==> src/rtl/ni_injector_pkg.sv <==
// Flit format for the NoC local port: flit type encoding, field offsets/widths,
// the 80-bit flit_t layout, the injector FSM state type and the HEAD payload helper.
// Shared by ni_injector_if, ni_vc_credit and ni_injector.
package ni_injector_pkg;

    localparam int DATA_WIDTH = 64;
    localparam int FLIT_WIDTH = 80;

    // field offsets/widths inside a flit
    localparam int TYPE_LSB = 0;
    localparam int TYPE_W   = 2;
    localparam int HOP_LSB  = 2;
    localparam int HOP_W    = 5;
    localparam int DSTX_LSB = 7;
    localparam int DSTX_W   = 2;
    localparam int DSTY_LSB = 9;
    localparam int DSTY_W   = 2;
    localparam int VC_LSB   = 11;
    localparam int VC_W     = 5;
    localparam int DATA_LSB = 16;

    typedef enum logic [TYPE_W-1:0] {
        FLIT_IDLE = 2'b00,
        FLIT_HEAD = 2'b01,
        FLIT_BODY = 2'b10,
        FLIT_TAIL = 2'b11
    } flit_type_e;

    // MSB first: data occupies [79:16], type occupies [1:0]
    typedef struct packed {
        logic [DATA_WIDTH-1:0] data;
        logic [VC_W-1:0]       vc;
        logic [DSTY_W-1:0]     dst_y;
        logic [DSTX_W-1:0]     dst_x;
        logic [HOP_W-1:0]      nxt_hop;
        flit_type_e            ftype;
    } flit_t;

    typedef enum logic [1:0] {
        S_IDLE = 2'd0,
        S_HEAD = 2'd1,
        S_BODY = 2'd2
    } inj_state_e;

    // HEAD payload: source coordinates plus a word count of 0 (length unknown up front)
    function automatic logic [DATA_WIDTH-1:0] head_data(input logic [1:0] src_y,
                                                        input logic [1:0] src_x);
        return {44'b0, src_y, src_x, 16'b0};
    endfunction

endpackage

==> src/rtl/ni_injector_if.sv <==
// Message-word stream into the injector (valid/ready handshake).
// master: word source (drives valid/data/last/dst, samples ready).
// slave:  injector (samples the word, drives ready).
interface ni_injector_if;
    import ni_injector_pkg::*;

    logic                  msg_valid;
    logic                  msg_ready;
    logic [DATA_WIDTH-1:0] msg_data;
    logic                  msg_last;
    logic [1:0]            msg_dst_x;
    logic [1:0]            msg_dst_y;

    modport master (
        output msg_valid, msg_data, msg_last, msg_dst_x, msg_dst_y,
        input  msg_ready
    );

    modport slave (
        input  msg_valid, msg_data, msg_last, msg_dst_x, msg_dst_y,
        output msg_ready
    );

endinterface

==> src/rtl/ni_vc_credit.sv <==
// Per-VC credit counters for the router local input buffers, VC eligibility and
// round-robin VC picker. Ports: clk/rst, vc_busy_in/credit_in from the router,
// send/send_vc (flit leaving on a VC), done (packet finished, advance RR), can_send/pick outputs.
module ni_vc_credit
    import ni_injector_pkg::*;
#(
    parameter int VC_NUM    = 5,
    parameter int BUF_DEPTH = 4,
    localparam int CW       = $clog2(BUF_DEPTH + 1),
    localparam int VCW      = (VC_NUM > 1) ? $clog2(VC_NUM) : 1
) (
    input  logic              clk,
    input  logic              rst,
    input  logic [VC_NUM-1:0] vc_busy_in,
    input  logic [VC_NUM-1:0] credit_in,
    input  logic              send,
    input  logic [VCW-1:0]    send_vc,
    input  logic              done,
    output logic [VC_NUM-1:0] can_send,
    output logic              pick_vld,
    output logic [VCW-1:0]    pick_vc
);

    localparam logic [CW-1:0] FULL = CW'(BUF_DEPTH);

    logic [VC_NUM-1:0][CW-1:0] credit;
    logic [VC_NUM-1:0]         dec;
    logic [VC_NUM-1:0]         elig;
    logic [VCW-1:0]            rr_ptr;

    always_comb begin
        dec      = '0;
        can_send = '0;
        elig     = '0;
        for (int v = 0; v < VC_NUM; v++) begin
            dec[v]      = send && (send_vc == VCW'(v));
            can_send[v] = (credit[v] != '0) && !vc_busy_in[v];
            // a new packet only starts on a VC whose router buffer is completely drained
            elig[v]     = (credit[v] == FULL) && !vc_busy_in[v];
        end
    end

    // return and spend in the same cycle cancel; a return at FULL is dropped
    always_ff @(posedge clk or posedge rst) begin
        if (rst) begin
            for (int v = 0; v < VC_NUM; v++) credit[v] <= FULL;
        end else begin
            for (int v = 0; v < VC_NUM; v++) begin
                if (credit_in[v] && !dec[v] && (credit[v] != FULL))
                    credit[v] <= credit[v] + 1'b1;
                else if (dec[v] && !credit_in[v])
                    credit[v] <= credit[v] - 1'b1;
            end
        end
    end

    // scan from the highest offset down so the first eligible VC at/after rr_ptr wins
    always_comb begin
        int idx;
        idx      = 0;
        pick_vld = 1'b0;
        pick_vc  = '0;
        for (int i = VC_NUM - 1; i >= 0; i--) begin
            idx = (int'(rr_ptr) + i) % VC_NUM;
            if (elig[idx]) begin
                pick_vld = 1'b1;
                pick_vc  = VCW'(idx);
            end
        end
    end

    always_ff @(posedge clk or posedge rst) begin
        if (rst)
            rr_ptr <= '0;
        else if (done)
            rr_ptr <= (send_vc == VCW'(VC_NUM - 1)) ? '0 : send_vc + 1'b1;
    end

    for (genvar v = 0; v < VC_NUM; v++) begin : g_ovf
        a_credit_ovf: assert property (@(posedge clk) disable iff (rst)
            !(credit_in[v] && !dec[v] && (credit[v] == FULL)));
    end

endmodule

==> src/rtl/ni_injector.sv <==
// NI injection stage: message words -> HEAD/BODY/TAIL flits on a credited, round-robin VC.
// Ports: clk/rst, id_x/id_y, msg (slave stream), vc_busy_in, credit_in, flit_out (registered).
// NI_INJ_STATS_EN adds pkt_cnt/flit_cnt outputs (packets = TAILs, flits = all emitted flits).
module ni_injector
    import ni_injector_pkg::*;
#(
    parameter int x_size     = 4,
    parameter int y_size     = 4,
    parameter int VC_NUM     = 5,
    parameter int BUF_DEPTH  = 4,
    parameter int DATA_WIDTH = 64,
    parameter int FLIT_WIDTH = 80
) (
    input  logic                  clk,
    input  logic                  rst,
    input  logic [1:0]            id_x,
    input  logic [1:0]            id_y,
    ni_injector_if.slave          msg,
    input  logic [VC_NUM-1:0]     vc_busy_in,
    input  logic [VC_NUM-1:0]     credit_in,
    output logic [FLIT_WIDTH-1:0] flit_out
`ifdef NI_INJ_STATS_EN
    ,
    output logic [31:0]           pkt_cnt,
    output logic [31:0]           flit_cnt
`endif
);

    localparam int DXW = (x_size > 1) ? $clog2(x_size) : 1;
    localparam int DYW = (y_size > 1) ? $clog2(y_size) : 1;
    localparam int VCW = (VC_NUM > 1) ? $clog2(VC_NUM) : 1;

    inj_state_e            state_q, state_d;
    logic [VCW-1:0]        vc_q;
    logic [DXW-1:0]        dst_x_q;
    logic [DYW-1:0]        dst_y_q;
    flit_t                 flit_q, flit_d;
    logic [VC_W-1:0]       vc_oh;
    logic [DATA_WIDTH-1:0] word;
    logic                  rdy, can, send, done, latch;
    logic [VC_NUM-1:0]     can_send;
    logic                  pick_vld;
    logic [VCW-1:0]        pick_vc;

    ni_vc_credit #(
        .VC_NUM    (VC_NUM),
        .BUF_DEPTH (BUF_DEPTH)
    ) u_credit (
        .clk        (clk),
        .rst        (rst),
        .vc_busy_in (vc_busy_in),
        .credit_in  (credit_in),
        .send       (send),
        .send_vc    (vc_q),
        .done       (done),
        .can_send   (can_send),
        .pick_vld   (pick_vld),
        .pick_vc    (pick_vc)
    );

    assign word          = msg.msg_data;
    assign msg.msg_ready = rdy;
    assign flit_out      = flit_q;

    always_comb begin
        vc_oh = '0;
        for (int v = 0; v < VC_NUM; v++) vc_oh[v] = (vc_q == VCW'(v));
    end

    always_comb begin
        state_d        = state_q;
        flit_d         = '0;
        rdy            = 1'b0;
        send           = 1'b0;
        done           = 1'b0;
        latch          = 1'b0;
        can            = can_send[vc_q];
        flit_d.dst_x   = DSTX_W'(dst_x_q);
        flit_d.dst_y   = DSTY_W'(dst_y_q);
        flit_d.vc      = vc_oh;
        case (state_q)
            // word is only looked at here, not consumed; it becomes the first BODY/TAIL
            S_IDLE: begin
                if (msg.msg_valid && pick_vld) begin
                    latch   = 1'b1;
                    state_d = S_HEAD;
                end
            end
            S_HEAD: begin
                if (can) begin
                    send         = 1'b1;
                    flit_d.ftype = FLIT_HEAD;
                    flit_d.data  = head_data(id_y, id_x);
                    state_d      = S_BODY;
                end
            end
            S_BODY: begin
                rdy = can;
                if (msg.msg_valid && can) begin
                    send         = 1'b1;
                    flit_d.ftype = msg.msg_last ? FLIT_TAIL : FLIT_BODY;
                    flit_d.data  = word;
                    if (msg.msg_last) begin
                        done    = 1'b1;
                        state_d = S_IDLE;
                    end
                end
            end
            default: state_d = S_IDLE;
        endcase
        // non-emitting cycles must present an all-zero (IDLE) flit, not stale routing fields
        if (!send) flit_d = '0;
    end

    always_ff @(posedge clk or posedge rst) begin
        if (rst) begin
            state_q <= S_IDLE;
            flit_q  <= '0;
            vc_q    <= '0;
            dst_x_q <= '0;
            dst_y_q <= '0;
        end else begin
            state_q <= state_d;
            flit_q  <= flit_d;
            if (latch) begin
                vc_q    <= pick_vc;
                dst_x_q <= msg.msg_dst_x[DXW-1:0];
                dst_y_q <= msg.msg_dst_y[DYW-1:0];
            end
        end
    end

`ifdef NI_INJ_STATS_EN
    always_ff @(posedge clk or posedge rst) begin
        if (rst) begin
            pkt_cnt  <= '0;
            flit_cnt <= '0;
        end else begin
            if (send) flit_cnt <= flit_cnt + 32'd1;
            if (done) pkt_cnt  <= pkt_cnt + 32'd1;
        end
    end
`endif

endmodule

==> src/flat_wrapper.sv <==
// flat-port wrapper written by rule: the top's interface ports become plain ports
module ni_injector_flat import ni_injector_pkg::*;
#(
    parameter int x_size     = 4,
    parameter int y_size     = 4,
    parameter int VC_NUM     = 5,
    parameter int BUF_DEPTH  = 4,
    parameter int DATA_WIDTH = 64,
    parameter int FLIT_WIDTH = 80
)
  (clk, rst, id_x, id_y, vc_busy_in, credit_in, flit_out, msg_msg_valid, msg_msg_data, msg_msg_last, msg_msg_dst_x, msg_msg_dst_y, msg_msg_ready);
  ni_injector_if msg_i ();
  input  logic clk;
  input  logic rst;
  input  logic [1:0] id_x;
  input  logic [1:0] id_y;
  input  logic [VC_NUM-1:0] vc_busy_in;
  input  logic [VC_NUM-1:0] credit_in;
  output logic [FLIT_WIDTH-1:0] flit_out;
  input wire logic [$bits(msg_i.msg_valid)-1:0] msg_msg_valid;
  input wire logic [$bits(msg_i.msg_data)-1:0] msg_msg_data;
  input wire logic [$bits(msg_i.msg_last)-1:0] msg_msg_last;
  input wire logic [$bits(msg_i.msg_dst_x)-1:0] msg_msg_dst_x;
  input wire logic [$bits(msg_i.msg_dst_y)-1:0] msg_msg_dst_y;
  output wire logic [$bits(msg_i.msg_ready)-1:0] msg_msg_ready;
  assign msg_i.msg_valid = msg_msg_valid;
  assign msg_i.msg_data = msg_msg_data;
  assign msg_i.msg_last = msg_msg_last;
  assign msg_i.msg_dst_x = msg_msg_dst_x;
  assign msg_i.msg_dst_y = msg_msg_dst_y;
  assign msg_msg_ready = msg_i.msg_ready;
  ni_injector #(.x_size(x_size), .y_size(y_size), .VC_NUM(VC_NUM), .BUF_DEPTH(BUF_DEPTH), .DATA_WIDTH(DATA_WIDTH), .FLIT_WIDTH(FLIT_WIDTH)) u_core (.clk(clk), .rst(rst), .id_x(id_x), .id_y(id_y), .msg(msg_i), .vc_busy_in(vc_busy_in), .credit_in(credit_in), .flit_out(flit_out));
endmodule
==> config.mk <==
export PLATFORM = sky130hd
export DESIGN_NAME = ni_injector_flat
export DESIGN_NICKNAME = d
export VERILOG_FILES = /design/src/rtl/ni_injector_pkg.sv /design/src/rtl/ni_injector_if.sv /design/src/rtl/ni_vc_credit.sv /design/src/rtl/ni_injector.sv /design/src/flat_wrapper.sv
export SDC_FILE = /design/constraint.sdc
export NUM_CORES = 1
export LEC_CHECK = 0
export ABC_AREA = 1
export CORE_ASPECT_RATIO = 0.6
export CORE_MARGIN = 2
export CORE_UTILIZATION = 51
export DETAILED_ROUTE_END_ITERATION = 8
export PLACE_DENSITY = 0.93
export SLEW_MARGIN = 10
export SYNTH_ARGS = -nofsm -noshare
export SYNTH_HDL_FRONTEND = slang
export SYNTH_SLANG_ARGS = --single-unit
==> constraint.sdc <==
create_clock -name clk -period 6.9 [get_ports clk]
set_input_delay 1.38 -clock clk [delete_from_list [all_inputs] [get_ports clk]]
set_output_delay 1.38 -clock clk [all_outputs]
set_load 0.02 [all_outputs]
==> qor.yml, run 1 <==
worst_setup_path:
  r2r_slack_ns: 2.93
  cp.arrival_ns: 3.21
  cp-end-kind: "output pin"
  crit_type: "in -> out"
  rr_endpoint: "u_core.dst_y_q[0]"
  cpPeakStageDelay_ns: 0.62
  crit_fanout: 3
  reg2regPathDepth: 21
  r2r_start: "u_core.u_credit.rr_ptr[0]"
  critPathCapture: "msg_msg_ready"
  worst-path-stages: 7
  crit_chain: "clkdlybuf4s50_1, a21oi_1, o21ai_0, a21oi_1, nand2_1, nor2_1, clkdlybuf4s50_1"
  crit_family: "buffers and inverters"
  cp-startpoint: "vc_busy_in[0]"
  slowest_stage: "clkdlybuf4s50_1"
  crit_required_ns: 5.52
  worst-path-buf-inv: 2
  cp-start-kind: "primary input"
cells_and_area:
  antenna_cells: 0
  fin_cells: 988
  layout-drive-gt1-share_pct: 9.89
  finalNetCount: 963
  syn_to_final_growth_pct: 35.8
  final_area_um2: 7560
logic_synthesis:
  async_reset_ff_share_pct: 100
  synth_area_um2: 5570
  synth_ff_type: "dfrtp_1"
  synth-edff-count: 0
  yosys_warnings: 0
  synth-seq-cells: 102
  ys_top_cells_by_area: "dfrtp_1 44%, inv_1 8.4%, nand2_1 8.0%"
  yosys.area.top_type: "dfrtp_1"
  synth_area_per_cell_um2: 8.16
  ys_types: 45
  synth_seq_area_share_pct: 46.0
  synthCells: 682
  synth_top_area_share_pct: 43.6
sta:
  setup_ws_ns: 2.31
  fmax_ghz: 0.218
  tightest_slew_ns: 1.11
  max_slew_margin_pct: 25.8
  fin_crit_ns: 4.59
  timing.final.crit_share_pct: 66.5
  finalSetupViolCount: 0
  finalHoldViolations: 0
  fin_tns_setup_ns: 0
  finalClockSkew_ns: 0.00705
  rsz0062_at_grt: "false"
  slew_violations: 0
drt:
  via_count: 4990
  routed_wl_um: 15200
  wl_met1_um: 6040
  dr.max_layer_used: "met4"
  drc: 0
  drt_iter0_markers: 583
  ant_nets: 0
  met3_length_um: 1440
  vias_per_cell: 5.05
  route.met2.wl_um: 7440
  first_pass_iters: 5
  avgRoutedWirePerCell_um: 15.3
pwr:
  intPower_uw: 1830
  powerDensity_nw_per_um2: 507
  vdd_ir_drop_max_mv: 0.354
  sequentialPowerShare_pct: 21.8
  power.switching_uw: 2000
  p_sw_share_pct: 52.3
  combPwrFrac_pct: 65.6
  p_leak_uw: 0.00395
  clkPwrFrac_pct: 12.6
placed_design:
  dp_cells: 972
  gp_congestion: 0.968
  placed_area_um2: 7280
  pre_cts_ws_ns: 2.37
  dp_hpwl_um: 11400
  io_buffers: 161
floorplan:
  die_h_um: 84.9
  die_area_um2: 11800
  rows: 29
  io_pins: 167
  initial_core_util_pct: 52.6
  coreArea_um2: 10600
  die_w_um: 139
hold_path:
  hold_class: "reg -> reg"
clock_tree:
  post_cts_buffers: 0
  clkTransAtPathRegs_ns: 0.07
  clk_path_buf_depth: 2
  cts_tree: "built"
  cts.sinks: 102
  clock_latency_ns: 0.35
  h-tree-depth: 3
  cts_hold_buf: 0
  clock-root-buffer: "clkbuf_16"
  cts-buffers-inserted: 9
  cts_resized: 0
grt:
  track_usage_pct: 26.0
  antenna_found_initial: 0
  grt_first_pass_wirelength_um: 24400
  grt_max_degree: 80
  first_global_vias: 4873
  gr-total-overflow: 0
job:
  cap_viol_max_count: 0
outcome:
  status: "finished clean"
==> worst reg2reg max path: stages, from the launching register on <==
cell	delay, ns
dfrtp_1	0.77
inv_2	0.29
ha_1	0.29
nand2_2	0.08
nand2_1	0.08
xor2_1	0.28
ha_1	0.26
inv_1	0.04
or2_0	0.19
nand3_1	0.11
nand2_1	0.08
nand2_1	0.11
nand2_2	0.09
nor4_1	0.47
inv_2	0.06
nand2_2	0.09
inv_2	0.04
nand2_4	0.09
nand3_4	0.12
inv_4	0.18
nand2_1	0.09
o21ai_2	0.06
==> registers in the layout, indices dropped and copies added, names as in the netlist <==
| register | count |
|---|---|
| u_core.flit_out | 75 |
| u_core.u_credit.rr_ptr | 3 |
| u_core.dst_x_q | 2 |
| u_core.dst_y_q | 2 |
| u_core.state_q | 2 |
| u_core.vc_q | 3 |
| u_core.u_credit.credit | 15 |
==> worst min path at each step <==
stage                            endpoint  depth (start not counted)  slack [ns]                        from
5_1_grt        u_core.u_credit.credit[11]                          2        0.52  u_core.u_credit.credit[11]
4_1_cts        u_core.u_credit.credit[11]                          2        0.50  u_core.u_credit.credit[11]
3_3_place_gp   u_core.u_credit.credit[11]                          2        0.48  u_core.u_credit.credit[11]
6_report       u_core.u_credit.credit[11]                          2        0.50  u_core.u_credit.credit[11]
3_5_place_dp          u_core.flit_out[10]                          2        0.49           u_core.dst_y_q[1]
2_1_floorplan  u_core.u_credit.credit[11]                          2        0.47  u_core.u_credit.credit[11]
==> synth_stat cells, types with 2 or more instances <==
library cell,number
nor2_1,91
nand4_1,2
nand3_1,61
inv_2,15
xor2_1,13
nor2_2,2
clkbuf_1,7
o21ai_2,6
nand3_2,5
fa_1,5
nor3_1,7
a21oi_2,3
nand3b_1,2
o211ai_2,2
nand2_2,17
a21oi_1,14
nand2_1,119
o21bai_1,2
buf_4,6
inv_1,124
o21ai_1,12
dfrtp_1,97
dfstp_2,5
ha_1,28
o21ai_0,17
==> through the flow <==
| stage | utilization (%) | total power [uW] | hold slack (ns) |
|---|---|---|---|
| 2_1_floorplan | - | 2730 | 0.467 |
| 3_3_place_gp | 68.7 | 3120 | 0.478 |
| 3_5_place_dp | 68.7 | 3250 | 0.489 |
| 4_1_cts | 71.3 | 3780 | 0.499 |
| 5_1_grt | 71.3 | 4140 | 0.518 |
| 6_report | 71.3 | 3830 | 0.499 |
==> logic make-up after synthesis <==
group                      after synthesis  synth area share, %
buffers and inverters                  156                 11.4
DFF                                    102                 46.0
and+or+nand+nor                        314                 25.1
AOI/OAI and AO/OA                       59                 6.45
xor gates and xnor gates                15                 2.49
other                                    1               0.0674
muxes                                    2                0.404
adders and majority gates               33                 8.09
==> layer usage <==
layer,GRT usage [%],vias to the layer above
met5,0,-
met4,6.34,0
met3,8.92,30
met2,43.4,241
met1,33.2,2328
li1,-,2391
==> cells in the final DEF, fill, tap and decap left out, drive strengths merged, types with 3 or more instances in the layout <==
master         synthesis  routed
a21oi                 17      17
clkbuf                 7       9
clkdlybuf4s50          0     161
conb                   1       5
dfrtp                 97      97
dfstp                  5       5
fa                     5       5
ha                    28      28
inv                  140     144
nand2                137     137
nand3                 67      67
nor2                  94      94
nor3                   7       7
o21ai                 35      35
o21bai                 3       3
xor2                  14      14
==> power by group through the flow <==
stage                     Combinational, uW  Sequential (uW)  Clock (uW)
after floorplan                        1900              826           0
after global placement                 2280              832           0
after detailed placement               2410              837           0
after CTS                              2450              832         491
after global routing                   2780              849         515
final                                  2510              834         483
==> cell type report <==
type / instances / area [um^2]
tap: 139 / 174
clock inverter: 7 / 55.1
fill: 705 / 3040
sequential: 102 / 2560
timing repair buffer: 162 / 1620
clock buffer: 9 / 225
multi-input combinational: 428 / 2390
inverter: 141 / 536
Note: power is estimated with default switching activity, not from simulation.
==> inputs of run 2 (changes only) <==
Settings changed: CORE_UTILIZATION 51 to 48, PLACE_DENSITY 0.93 to 0.88.
Clock period 6.9 ns to 4.3 ns, I/O delays scaled along.
==> qor.yml, run 2 (synthesis gave the netlist of run 1 again) <==
outcome:
  status: "finished clean"
clock_tree:
  clk_path_buf_depth: 2
  clock-root-buffer: "clkbuf_16"
  cts_tree: "built"
  post_cts_buffers: 0
  cts_resized: 0
  cts-buffers-inserted: 9
  clock_latency_ns: 0.34
  h-tree-depth: 3
  cts.sinks: 102
  clkTransAtPathRegs_ns: 0.07
  cts_hold_buf: 0
placed_design:
  placed_area_um2: 7330
  dp_hpwl_um: 11300
  io_buffers: 161
  gp_congestion: 0.931
pwr:
  intPower_uw: 3110
  clkPwrFrac_pct: 15.0
  vdd_ir_drop_max_mv: 0.472
  p_sw_share_pct: 50.0
  powerDensity_nw_per_um2: 810
  sequentialPowerShare_pct: 21.1
  combPwrFrac_pct: 63.9
  power.switching_uw: 3110
  power.total_uw: 6210
  p_leak_uw: 0.00399
cells_and_area:
  finalNetCount: 966
  final_area_um2: 7670
  syn_to_final_growth_pct: 37.7
  fin_util_pct: 67.9
  fill_cells: 856
  final_common_cell: "clkdlybuf4s50_1"
  antenna_cells: 0
  layout-drive-gt1-share_pct: 9.98
  largest_reg_flops: 75
  final_cell_mix: "161 x clkdlybuf4s50_1, 123 x inv_1, 118 x nand2_1, 97 x dfrtp_1, 91 x nor2_1"
drt:
  drt_iter0_markers: 405
  ant_nets: 0
  drc: 0
  avgRoutedWirePerCell_um: 15.0
  routed_wl_um: 15200
  via_count: 4934
  first_pass_iters: 5
  vias_per_cell: 4.88
worst_setup_path:
  crit_type: "reg -> reg"
  cpMostUsedCell: "nand2_1"
  reg2regPathDepth: 26
  cpPeakStageDelay_ns: 0.48
  cp.arrival_ns: 3.89
  cp-startpoint: "u_core.u_credit.rr_ptr[1]"
  cp-end-kind: "flop"
  cp-start-kind: "flop"
  slowest_stage: "dfrtp_1"
  r2r_start: "u_core.u_credit.rr_ptr[1]"
  crit_required_ns: 4.57
  crit_fanout: 11
floorplan:
  coreArea_um2: 11300
  io_pins: 167
  die_w_um: 143
  die_h_um: 87.4
  die_area_um2: 12500
  initial_core_util_pct: 49.3
  rows: 30
grt:
  grt_max_degree: 64
  gr-total-overflow: 0
  antenna_found_initial: 0
  first_global_vias: 4675
  track_usage_pct: 24.8
  grt_first_pass_wirelength_um: 23600
sta:
  fin_tns_setup_ns: 0
  max_slew_margin_pct: 49.6
  finalSetupViolCount: 0
  tightest_slew_ns: 0.755
  slew_violations: 0
  finalClockSkew_ns: 0.00401
  fin_crit_ns: 3.62
  fmax_ghz: 0.276
  finalHoldViolations: 0
  timing.final.crit_share_pct: 84.2
  rsz0062_at_grt: "false"
job:
  cap_viol_max_count: 0
hold_path:
  hold_class: "reg -> reg"
  min_path_cells: 2
  hold_start: "u_core.u_credit.credit[2]"
run 2: worst paths after layout:
kind,endpoint,slack (ns)
worst max-delay path,u_core.dst_x_q[1],0.68
worst min-delay path,u_core.u_credit.credit[2],0.50
worst max register to register,u_core.dst_x_q[1],0.68
worst min register to register,u_core.u_credit.credit[2],0.50
max in group asynchronous,u_core.u_credit.credit[2],2.45
min in group asynchronous,u_core.flit_out[79],1.02
run 2: cell type report:
cell class                      instances  area (um^2)  share of cell area [%]
Clock inverter                          5          109                    1.42
Timing Repair Buffer                  165         1640                    21.4
Clock buffer                           11          233                    3.03
Sequential cell                       102         2560                    33.4
Multi-Input combinational cell        428         2390                    31.2
Tap cell                              160          200                    2.61
Inverter                              141          536                    6.98
run 2: power groups by stage:
| stage | Clock (uW) | Sequential, uW | Combinational (uW) |
|---|---|---|---|
| 2_1_floorplan | 0 | 1320 | 3050 |
| 6_report | 931 | 1310 | 3970 |
| 3_3_place_gp | 0 | 1310 | 3710 |
| 4_1_cts | 939 | 1310 | 3890 |
| 3_5_place_dp | 0 | 1320 | 3840 |
| 5_1_grt | 984 | 1330 | 4470 |
run 2: metal layers:
layer	part of all wire (%)	up-vias	global-route usage (%)
met5	0	-	0
met4	2.2	0	8.19
met3	6.8	29	5.50
met2	48	212	40.1
met1	43	2304	33.3
li1	-	2389	-
run 2: worst max-delay path, delay by kind of cell (launching register included):
kind	cells	cell delay, ns
AO/OA/AOI/OAI	1	0.06
AND/OR/NAND/NOR	14	1.26
flip-flops	1	0.48
adder cells (fa/ha/maj)	3	0.84
buffers and inverters	8	0.86
run 2: through the flow:
| step | instances | hold WS (ns) | setup WS (ns) |
|---|---|---|---|
| 6_report | 1012 | 0.498 | 0.679 |
| 5_1_grt | 1012 | 0.510 | 0.337 |
| 4_1_cts | 1012 | 0.498 | 0.738 |
| 3_5_place_dp | 996 | 0.486 | 0.690 |
| 3_3_place_gp | 996 | 0.479 | 0.843 |
| 2_1_floorplan | 686 | 0.467 | 0.773 |
==> variant, RTL diff (settings of run 2) <==
Re-encode `inj_state_e` (3 states) as one-hot, 3 bits wide.
--- a/src/rtl/ni_injector_pkg.sv
+++ b/src/rtl/ni_injector_pkg.sv
@@ -38,6 +38,6 @@
 
-    typedef enum logic [1:0] {
-        S_IDLE = 2'd0,
-        S_HEAD = 2'd1,
-        S_BODY = 2'd2
+    typedef enum logic [2:0] {
+        S_IDLE = 3'b001,
+        S_HEAD = 3'b010,
+        S_BODY = 3'b100
     } inj_state_e;
Check against the original RTL: no difference found for any inputs over 4 cycles, from zero or initial values and one cycle with rst high; so few cycles prove little.
==> variant against run 2 <==
  * Area after synthesis is 0.67% higher
  * Worst setup slack lost 26 ps
  * Cell area up 0.96%
  * Utilization is 0.43 points higher
  * Routed wire length down 5.9%
  * Count of clock-buffer cells in the layout fell by 1
  * Non-clock buffer count is the same
  * Via count decreased by 2.1%
  * Synthesized cell count decreased by 2.2%
  * Sequential cell count up 1
Power is not compared: it rests on default switching activity, and its combinational part moved more than twofold at a synthesized area within 25%.
==> variant: results (changes against run 2) <==
STA
  • Clock Skew: 7.66 ps (+3.65 ps)
  • Slew margin rel.: 0.342 (-0.155)

Layout
  • Max FFs per register: 75 (unchanged)
  • Final #Nets: 948 (-1.9%)
  • Fillers: 818 (-4.4%)
  • Ant. Diodes: 0 (unchanged)
  • Layout cells sized above 1: 0.104 (+0.00418)

CTS
  • Setup bufs post-CTS: 0 (unchanged)
  • Clock Tree Root: clkbuf_16
  • Bufs on Longest Clock Path: 2 (unchanged)
  • Reg clk slew, reported paths: 70 ps (about the same)
  • Skew-Pair Late Insertion Delay: between 300 and 400 ps
  • Total CTS buffers: 9 (unchanged)
  • CTS H-tree lvls: 3 (unchanged)
  • Resize count post-CTS: 0 (unchanged)

Placement
  • Routability Congestion: 0.928 (-0.27%)
  • DP Wirelength: 10.5 mm (-7.9%)
  • IO buf count: 161 (unchanged)
  • DP Worst Slack: 729 ps (+38.1 ps)
  • Placed instance count: 981 (-1.5%)

Routing
  • Via count: 4,832 (-2.1%)
  • Iter 0 DRT Violations: 455 (+12%)
  • DRT Pass-1 Iters: 5 (unchanged)
  • Routed WL: 14.3 mm (-5.9%)
  • Vias/cell: 4.85 (-0.59%)

Min path
  • Hold Path Class: reg2reg

Run status
  • Status: finished, final reports clean

Logic synthesis
  • Most common flop cell mapped by yosys: dfrtp_1
  • Synth area leaders: dfrtp_1 (43%), inv_1 (8.6%), nand2_1 (8.2%)
  • Sequential cell area fraction in the yosys report: 0.461 (+0.00161)
  • XOR/XNOR share of the synthesized area: 0.0348 (+0.00988)
  • Warnings, synthesis: 0 (unchanged)
  • Post-Synth Adder-Cell Area: 0.0737 (-0.00724)
  • Post-Synthesis Cells: 667 (-2.2%)
  • Asr flop ratio synth: 1.00 (unchanged)
  • Synth cell types: 46 (+2.2%)
  • Synth top cells by count: inv_1 (128), nand2_1 (122), dfrtp_1 (97), nor2_1 (85), nand3_1 (39)
  • Mux cell area share after synthesis: 0.00670 (+0.00265)
  • Compound-Gate Fraction of Synth Area: 0.0667 (+0.00225)

Global routing
  • Initial antenna violation count: 0 (unchanged)
  • GRT Resource Usage Total: 0.229 (-0.0188)
  • First-pass GRT wire length: 22.1 mm (-6.5%)
  • Vias in the first global route: 4,485 (-4.1%)
  • Largest net degree at the start of global routing: 84 (+31%)

Pwr
  • Pleak: 4.05 nW
  • Peak supply drop: about 0.33 mV

Worst setup path
  • Worst Path Max Fanout: 5 (-6)
  • WP data arrival: 2790 ps (-1100 ps)
variant: through the flow:
step / area (sq um) / hold WS, ps
after floorplan: 5620 / 460
after global placement: 7370 / 470
after detailed placement: 7370 / 478
after CTS: 7740 / 493
after global routing: 7740 / 532
final: 7740 / 499
variant: per-layer routing:
metal | share of wire | vias to the layer above | GRT usage
met2 | 0.47 | 223 | 0.368
met4 | 0.017 | 0 | 0.0606
met5 | 0 | - | 0
met3 | 0.095 | 32 | 0.0826
li1 | - | 2344 | -
met1 | 0.42 | 2233 | 0.298
variant: critical path, cell delays in order:
cell and delay, ps:
clkdlybuf4s50_1 430, a21oi_1 290, o21ai_0 130, a21oi_1 140, nand2_1 150, nor2_1 150, clkdlybuf4s50_1 640
variant: final timing paths:
| path | slack, ps | to | cells past startpoint | start |
|---|---|---|---|---|
| max | 650 | msg_msg_ready | 7 | vc_busy_in[0] |
| min | 500 | u_core.flit_out[9] | 2 | u_core.dst_y_q[0] |
| max reg2reg | 650 | u_core.vc_q[0] | 19 | u_core.u_credit.rr_ptr[2] |
| min reg2reg | 500 | u_core.flit_out[9] | 2 | u_core.dst_y_q[0] |
| max in group asynchronous | 2320 | u_core.flit_out[57] | 3 | rst |
| min in group asynchronous | 1090 | u_core.flit_out[66] | 2 | rst |
variant: area by class of cell:
| type | instances | area (sq um) | share of cell area |
|---|---|---|---|
| multi-input cells | 414 | 2420 | 0.312 |
| well taps | 160 | 200 | 0.0259 |
| clock buffers | 10 | 229 | 0.0296 |
| clock inverters | 6 | 140 | 0.0181 |
| repair buffers | 165 | 1640 | 0.212 |
| flip-flops and latches | 103 | 2580 | 0.334 |
| inverters | 139 | 529 | 0.0684 |
variant: report_power, final:
group / internal [mW] / switching, mW
clock network: 0.634 / 0.368
registers: 1.11 / 0.112
logic: 0.475 / 0.776
